[config.mk]
export PLATFORM = sky130hd
export DESIGN_NAME = reg_file
export DESIGN_NICKNAME = d
export VERILOG_FILES = /design/src/rtl/reg_file_pkg.sv /design/src/rtl/reg_file_bypass_mux.sv /design/src/rtl/reg_file.sv
export SDC_FILE = /design/constraint.sdc
export NUM_CORES = 1
export LEC_CHECK = 0
export ABC_AREA = 0
export ABC_CLOCK_PERIOD_IN_PS = 8080
export CELL_PAD_IN_SITES_DETAIL_PLACEMENT = 1
export CELL_PAD_IN_SITES_GLOBAL_PLACEMENT = 1
export CORE_MARGIN = 5
export CORE_UTILIZATION = 52
export CTS_BUF_LIST = sky130_fd_sc_hd__clkbuf_4 sky130_fd_sc_hd__clkbuf_8
export CTS_CLUSTER_DIAMETER = 120
export DETAILED_ROUTE_END_ITERATION = 10
export PLACE_DENSITY_LB_ADDON = 0.1
export SYNTH_ARGS = -nofsm -noshare
export SYNTH_HDL_FRONTEND = slang
export SYNTH_SLANG_ARGS = --single-unit
[constraint.sdc]
create_clock -name clk -period 8.08 [get_ports clk]
set_input_delay 1.616 -clock clk [delete_from_list [all_inputs] [get_ports clk]]
set_output_delay 1.616 -clock clk [all_outputs]
set_load 0.02 [all_outputs]
[src/rtl/reg_file_pkg.sv]
// Shared register-file constants. WB and decode import these too,
// so they agree on the call destination and the stack pointer.
package reg_file_pkg;
    localparam int REG_ADDR_W    = 4;
    localparam int REG_DATA_W    = 32;
    localparam int NUM_ARCH_REGS = 16;

    localparam logic [3:0]  RA_IDX           = 4'd15;
    localparam logic [3:0]  SP_IDX           = 4'd14;
    localparam logic [31:0] SP_RESET_DEFAULT = 32'h0000_FFFC;

    localparam logic [15:0] WR_COUNT_MAX = 16'hFFFF;
endpackage

[src/rtl/reg_file_bypass_mux.sv]
// Read-port select: stored value, or the write-back data when the same
// register is being written this cycle and bypass is enabled.
module reg_file_bypass_mux #(
    parameter int ADDR_W    = 4,
    parameter int DATA_W    = 32,
    parameter bit WB_BYPASS = 1'b1
) (
    input  logic [ADDR_W-1:0] rd_addr,
    input  logic [DATA_W-1:0] stored_data,
    input  logic              wb_en,
    input  logic [ADDR_W-1:0] wb_addr,
    input  logic [DATA_W-1:0] wb_data,
    output logic [DATA_W-1:0] rd_data
);
    logic hit;

    always_comb begin
        hit = WB_BYPASS && wb_en && (wb_addr == rd_addr);
        rd_data = hit ? wb_data : stored_data;
    end
endmodule

[src/rtl/reg_file.sv]
// Architectural register file: one write port from WB, two operand read
// ports plus a dedicated r15 return-address port, all combinational.
module reg_file
    import reg_file_pkg::*;
#(
    parameter int          NUM_REGS  = NUM_ARCH_REGS,
    parameter int          ADDR_W    = REG_ADDR_W,
    parameter int          DATA_W    = REG_DATA_W,
    parameter bit          WB_BYPASS = 1'b1,
    parameter logic [31:0] SP_RESET  = SP_RESET_DEFAULT
) (
    input  logic              clk,
    input  logic              reset,
    input  logic              wb_en,
    input  logic [ADDR_W-1:0] wb_addr,
    input  logic [DATA_W-1:0] wb_data,
    input  logic [ADDR_W-1:0] rd_addr1,
    input  logic [ADDR_W-1:0] rd_addr2,
    output logic [DATA_W-1:0] rd_data1,
    output logic [DATA_W-1:0] rd_data2,
    output logic [DATA_W-1:0] ra_data,
    output logic [15:0]       wr_count
);
    localparam logic [ADDR_W-1:0] RA_ADDR = ADDR_W'(RA_IDX);
    localparam logic [ADDR_W-1:0] SP_ADDR = ADDR_W'(SP_IDX);

    logic [DATA_W-1:0] regs_q [NUM_REGS];
    logic [DATA_W-1:0] regs_d [NUM_REGS];
    logic [15:0]       wr_count_q;
    logic [15:0]       wr_count_d;

    // No handshake: WB owns timing and one write is accepted every cycle.
    always_comb begin
        regs_d     = regs_q;
        wr_count_d = wr_count_q;
        if (wb_en) begin
            regs_d[wb_addr] = wb_data;
            if (wr_count_q != WR_COUNT_MAX) begin
                wr_count_d = wr_count_q + 16'd1;
            end
        end
    end

    always_ff @(posedge clk) begin
        if (reset) begin
            for (int i = 0; i < NUM_REGS; i++) begin
                regs_q[i] <= (i == int'(SP_ADDR)) ? DATA_W'(SP_RESET) : '0;
            end
            wr_count_q <= '0;
        end else begin
            regs_q     <= regs_d;
            wr_count_q <= wr_count_d;
        end
    end

    reg_file_bypass_mux #(.ADDR_W(ADDR_W), .DATA_W(DATA_W), .WB_BYPASS(WB_BYPASS)) u_mux_rd1 (
        .rd_addr     (rd_addr1),
        .stored_data (regs_q[rd_addr1]),
        .wb_en       (wb_en),
        .wb_addr     (wb_addr),
        .wb_data     (wb_data),
        .rd_data     (rd_data1)
    );

    reg_file_bypass_mux #(.ADDR_W(ADDR_W), .DATA_W(DATA_W), .WB_BYPASS(WB_BYPASS)) u_mux_rd2 (
        .rd_addr     (rd_addr2),
        .stored_data (regs_q[rd_addr2]),
        .wb_en       (wb_en),
        .wb_addr     (wb_addr),
        .wb_data     (wb_data),
        .rd_data     (rd_data2)
    );

    reg_file_bypass_mux #(.ADDR_W(ADDR_W), .DATA_W(DATA_W), .WB_BYPASS(WB_BYPASS)) u_mux_ra (
        .rd_addr     (RA_ADDR),
        .stored_data (regs_q[RA_ADDR]),
        .wb_en       (wb_en),
        .wb_addr     (wb_addr),
        .wb_data     (wb_data),
        .rd_data     (ra_data)
    );

    assign wr_count = wr_count_q;
endmodule

==> results of run 1 <==
worst register-to-register path: cells and delay by family (launching register included):
family          cells  cell delay, ns
flops               1            0.44
simple gates        2            1.02
compound gates      1            0.33
mux                 1            0.35
cells in the mapped netlist (2+ instances only):
library cell  instances  area share (%)
a21oi_1             475             8.8
nor2b_1              43            0.99
buf_2                69             1.3
nand4_1               4           0.092
clkbuf_1            230             3.2
nand2_1            1044              14
mux4_2              258              21
mux2_2              101             4.2
buf_4                 3           0.083
nor4_2                2           0.092
nand3b_1             16            0.44
nand3_1               7            0.13
nor3_1                5           0.092
and2_1                2           0.046
xnor2_1               2           0.065
a22oi_1             124             3.4
and3_1                3           0.069
nor2_1               27            0.37
and2_0                2           0.046
xor2_1                8            0.26
o31ai_1               4            0.11
buf_6                 6            0.25
or4_1                 3           0.083
inv_1                 4           0.055
nand2b_1              4           0.092
dfxtp_1             528              39
o21ai_0               2           0.037
o2111ai_1             2           0.065
and3b_1               2           0.065
buf_1                 6           0.083
or3_1                 3           0.069
registers in the layout (all words and copies together), names as in the netlist:
| signal | count |
|---|---|
| regs_q | 512 |
| wr_count | 16 |
final timing paths:
| path | startpoint | to | slack [ns] | cells past startpoint |
|---|---|---|---|---|
| hold / removal | regs_q[301] | regs_q[301] | 0.47 | 2 |
| hold reg to reg | regs_q[301] | regs_q[301] | 0.47 | 2 |
| setup reg to reg | wr_count[9] | wr_count[0] | 5.83 | 4 |
| setup / recovery | wb_addr[0] | ra_data[12] | 1.30 | 6 |
per-layer routing:
layer	vias up	GRT usage, %
li1	10507	-
met1	12740	46.3
met2	1407	59.7
met3	390	7.66
met4	0	18.9
met5	-	0
where the power goes:
part	total, mW	switching (mW)	internal [mW]	leakage [nW]
sequential	2.67	0.0279	2.64	4.26
clock	2.67	1.18	1.49	1.05
combinational	0.575	0.372	0.203	5.10
stage by stage:
step                power, mW  std cells
floorplan                3.07       3001
global placement         3.27       3594
detailed placement       3.28       3594
CTS                      5.92       3755
global route             6.08       3755
finish                   5.92       3758
final cells by class:
cell class	instances	area (um^2)	share of cell area, %
diodes	3	7.51	0.0243
clock buffers	143	1820	5.88
clock inverters	18	156	0.506
inverters	4	15.0	0.0486
multi-input cells	2155	15300	49.6
flip-flops and latches	528	10600	34.2
well taps	680	851	2.75
repair buffers	227	2150	6.96
cell families after synthesis:
group	after synthesis	synth area share [%]
AO/OA/AOI/OAI	611	12.6
flip-flops	528	39.1
XOR/XNOR	10	0.324
multiplexers	360	25.7
buffers and inverters	318	4.94
adder cells (fa/ha/maj)	1	0.0462
AND/OR/NAND/NOR	1173	17.4
==> run summary, run 1 <==
GRT Total Usage - 36.6%
Reg clk slew, reported paths - 0.06 ns
Die ar. - 56700 um^2
most common cell after layout, fill and taps aside - nand2_1
gpl congestion - 0.837
Mapped Area - 27100 um^2
initial antenna violation count - 3
slowest CP cell - clkdlybuf4s50_1
CP endpoint kind - primary output
DR vias - 25044
Critical Path AT - 5.16 ns
Max Fclk - 148 MHz
MaxCap Viol Count - 0
cell area power density - 191 nW/um^2
Row Count - 83
synthesis-stage register bit count - 528
metal3 WL - 9.80 mm
DRT met1 WL - 40.2 mm
io pins - 159
Via-to-Cell Ratio - 6.66
Slew Viols, Final - 0
synth unique cells - 43
YS warnings - 0
CTS Buf Count - 91
DRC viols - 0
Cells after Synth - 3001
Critical Setup Path Class - input pin to primary output
Clock Skew - 0.00286 ns
Lkg Pwr - 10.4 nW
actual slew at the worst max-slew pin - 1.26 ns
register area share after synthesis - 39.1%
Crit path required time - 6.46 ns
CP delay by family, top - buffers and inverters
total gr overflow - 0
clk sink count - 528
final WL - 106 mm
per-cell routed wire length - 28.3 um
status - finished clean
Worst Path Buf+Inv - 3
fin crit period - 6.78 ns
DP HPWL - 64.0 mm
IR drop worst, VDD - 0.130 mV
post-CTS setup buffers - 0
core box area - 51400 um^2
CP peak stage delay - 0.96 ns
Core Util, Final - 60.1%
chip width - 238 um
largest net degree at the start of global routing - 182
RSZ-0062 raised after global routing - no
CTS H-Tree Depth - 3
DR iter-0 viols - 2691
worst hold slack - 0.467 ns
area post-placement - 28900 um^2
Fin. Hold Viols - 0
met2 wire length - 50.5 mm
Max FO, Critical Path - 19
clk_lat worst skew - 0.68 ns
syn avg cell area - 9.02 um^2
asr flop ratio synth - 0%
CTS tree - built
Crit path top cell by count - clkdlybuf4s50_1
area delta synth->final - 14.3%
Starting Density - 52.6%
hold_buf cts - 0
vias in the first global route - 26535
worst hold path type - register to register
Syn Nets - 3049
share of layout cells above drive strength 1 - 20.3%
fillers - 5801
first-pass GRT wire length - 159 mm
die height - 238 um
number of synthesized flops with an enable pin - 0
Highest Signal Layer - met4
commonest non-fill, non-tap cells in the layout - nand2_1, dfxtp_1, a21oi_1, mux4_2, clkdlybuf4s50_1
worst path cell trace - clkdlybuf4s50_1 > nand2_1 > nor2_4 > buf_4 > mux2_2 > clkdlybuf4s50_1
setup tns final - 0 ns
1st-pass router iterations - 5
Finished Cell Area - 30900 um^2
Place WS - 1.30 ns
Setup WS post-layout - 1.30 ns
normalized max-slew margin - 15.6%
Synth Flop Type - dfxtp_1
# nets final - 3055
Final setup violation count - 0
clk root buf - clkbuf_8
IO buf count - 158
Max Root-Sink Buffers - 3
post-CTS resize count - 0
CP Launch Type - input pin
Routed Antenna Nets - 0
final worst-path cycle share - 83.9%
(Power assumes the default switching activity.)
==> inputs of run 2 (changes only) <==
Settings changed: ABC_CLOCK_PERIOD_IN_PS 8080 to 7000, CORE_UTILIZATION 52 to 48.
Clock period 8.08 ns to 7 ns, I/O delays scaled along.
==> run 2 against run 1 <==
Against the previous run:
- first-iteration DRC count fell by 17%
- via count fell by 0.80%
- flip-flop and latch count did not move
- critical path type unchanged
- sequential share of layout area fell by 0.22 points
- routed wire length rose by 0.86%
- clock power rose by 14%
- largest power group unchanged
==> run summary, run 2 (same netlist as run 1, synthesis figures left out) <==
status - finished clean
Die ar. - 61200 um^2 (+8.0%)
most common cell after layout, fill and taps aside - nand2_1
DRC viols - 0 (unchanged)
max FFs per register - 512 (unchanged)
critical path depth - 6 (unchanged)
worst hold slack - 0.465 ns (-0.00208 ns)
commonest non-fill, non-tap cells in the layout - nand2_1, dfxtp_1, a21oi_1, mux4_2, clkdlybuf4s50_1
area delta synth->final - 15.0%
GRT Total Usage - 34.3% (-2.3 points)
Ant. Diodes - 0 (-3)
normalized max-slew margin - 14.2% (-1.4 points)
Lkg Pwr - 10.5 nW (+0.66%)
Reg clk slew, reported paths - 0.05 ns (about the same)
CP Launch Type - input pin
IO buf count - 158 (unchanged)
clk root buf - clkbuf_8
Critical Path Source - wb_en
Post-Layout Cell Count - 3843 (+2.3%)
die height - 247 um (+3.9%)
slowest CP cell - clkdlybuf4s50_1
core box area - 56100 um^2 (+9.1%)
Final setup violation count - 0 (unchanged)
reg2reg setup slack - 4.82 ns (-1.01 ns)
crit path to - ra_data[21]
Via-to-Cell Ratio - 6.46 (-3.0%)
Placed Instances - 3676 (+2.3%)
per-cell routed wire length - 27.9 um (-1.4%)
worst path cell trace - clkdlybuf4s50_1 > nand3_1 > nor2_4 > buf_4 > mux2_2 > clkdlybuf4s50_1
DR vias - 24843 (-0.80%)
CTS H-Tree Depth - 3 (unchanged)
R2R Path Start - wr_count[8]
fillers - 6330 (+9.1%)
# nets final - 3064 (+0.29%)
share of layout cells above drive strength 1 - 20.6% (+0.31 points)
Critical Setup Path Class - input pin to primary output
RSZ-0062 raised after global routing - no
Critical R2R Capture - wr_count[0]
Critical Path AT - 4.38 ns (-0.78 ns)
Slew Viols, Final - 0 (unchanged)
gpl congestion - 0.869 (+3.8%)
Max Fclk - 173 MHz
vias in the first global route - 25698 (-3.2%)
post-CTS resize count - 0 (unchanged)
actual slew at the worst max-slew pin - 1.28 ns (+0.0171 ns)
final WL - 107 mm (+0.86%)
final worst-path cycle share - 82.5%
Routed Antenna Nets - 0 (unchanged)
post-CTS setup buffers - 0 (unchanged)
Crit path top cell by count - clkdlybuf4s50_1
hold_buf cts - 0 (unchanged)
DR iter-0 viols - 2242 (-17%)
CP delay by family, top - buffers and inverters
cell area power density - 218 nW/um^2 (+14%)
hold depth - 2 (unchanged)
CTS Buf Count - 94 (+3.3%)
Biggest register - regs_q
Pwr Total - 6.79 mW (+15%)
Worst Path Buf+Inv - 3 (unchanged)
chip width - 247 um (+3.9%)
Clock Skew - 0.00277 ns (-0.0000805 ns)
CP endpoint kind - primary output
IR drop worst, VDD - 0.146 mV (+12%)
setup tns final - 0 ns (unchanged)
worst reg2reg path depth - 4 (unchanged)
first-pass GRT wire length - 160 mm (+0.47%)
Crit path required time - 5.60 ns (-0.86 ns)
Row Count - 87 (+4.8%)
MaxCap Viol Count - 0 (unchanged)
io pins - 159 (unchanged)
Fin. Hold Viols - 0 (unchanged)
initial antenna violation count - 0 (-3)
Starting Density - 48.3% (-4.4 points)
DP HPWL - 66.6 mm (+4.0%)
Max FO, Critical Path - 18 (-1)
CP peak stage delay - 0.88 ns (-0.08 ns)
worst hold path type - register to register
CTS tree - built
Max Root-Sink Buffers - 3 (unchanged)
Core Util, Final - 55.5% (-4.6 points)
clk sink count - 528 (unchanged)
largest net degree at the start of global routing - 185 (+1.6%)
total gr overflow - 0 (unchanged)
fin crit period - 5.78 ns
clk_lat worst skew - 0.69 ns (about the same)
1st-pass router iterations - 5 (unchanged)
==> run 2: cell types whose count changed in the layout (fill, tap and decap cells not counted), sizes merged <==
cell	previous run	this run
clkbuf	145	158
clkinvlp	2	1
diode	3	0
buf	72	78
clkinv	11	8
inv	7	6
bufinv	2	0
==> run 2: tightest hold or removal path, stage by stage, from the launching register on <==
cell,delay (ns)
dfxtp_1,0.31
nand2_1,0.05
a21oi_1,0.05
==> run 2: stage by stage <==
| stage | instance area, um^2 | worst slack (ns) |
|---|---|---|
| detailed placement | 29200 | 1.28 |
| CTS | 31100 | 1.29 |
| finish | 31100 | 1.22 |
| global route | 31100 | 1.16 |
| global placement | 29200 | 1.28 |
| floorplan | 27100 | 2.55 |
==> run 2: worst min-delay path by stage <==
stage | from | end | slack [ns]
global route | regs_q[396] | regs_q[396] | 0.48
CTS | regs_q[476] | regs_q[476] | 0.47
global placement | regs_q[49] | regs_q[49] | 0.45
detailed placement | regs_q[476] | regs_q[476] | 0.46
floorplan | regs_q[126] | regs_q[126] | 0.44
finish | regs_q[471] | regs_q[471] | 0.47
==> run 2: cell type report <==
class	instances	area (um^2)	share of cell area, %
Multi-Input combinational cell	2155	15300	49.3
Clock inverter	11	67.6	0.217
Inverter	4	15.0	0.0483
Sequential cell	528	10600	34.0
Timing Repair Buffer	233	2280	7.34
Clock buffer	156	1890	6.08
Tap cell	756	946	3.04
==> run 2: per-layer routing <==
metal,share of wire [%],track usage [%],wire (um),vias to the layer above
met3,8.6,6.63,9180,331
li1,-,-,-,10533
met5,0,0,0,-
met4,4.7,15.6,5040,0
met1,39,44.1,41700,12753
met2,48,56.5,51200,1226
==> run 2: where the power goes <==
part,switching [mW],internal (mW)
Clock,1.34,1.70
Combinational,0.433,0.241
Sequential,0.0311,3.05
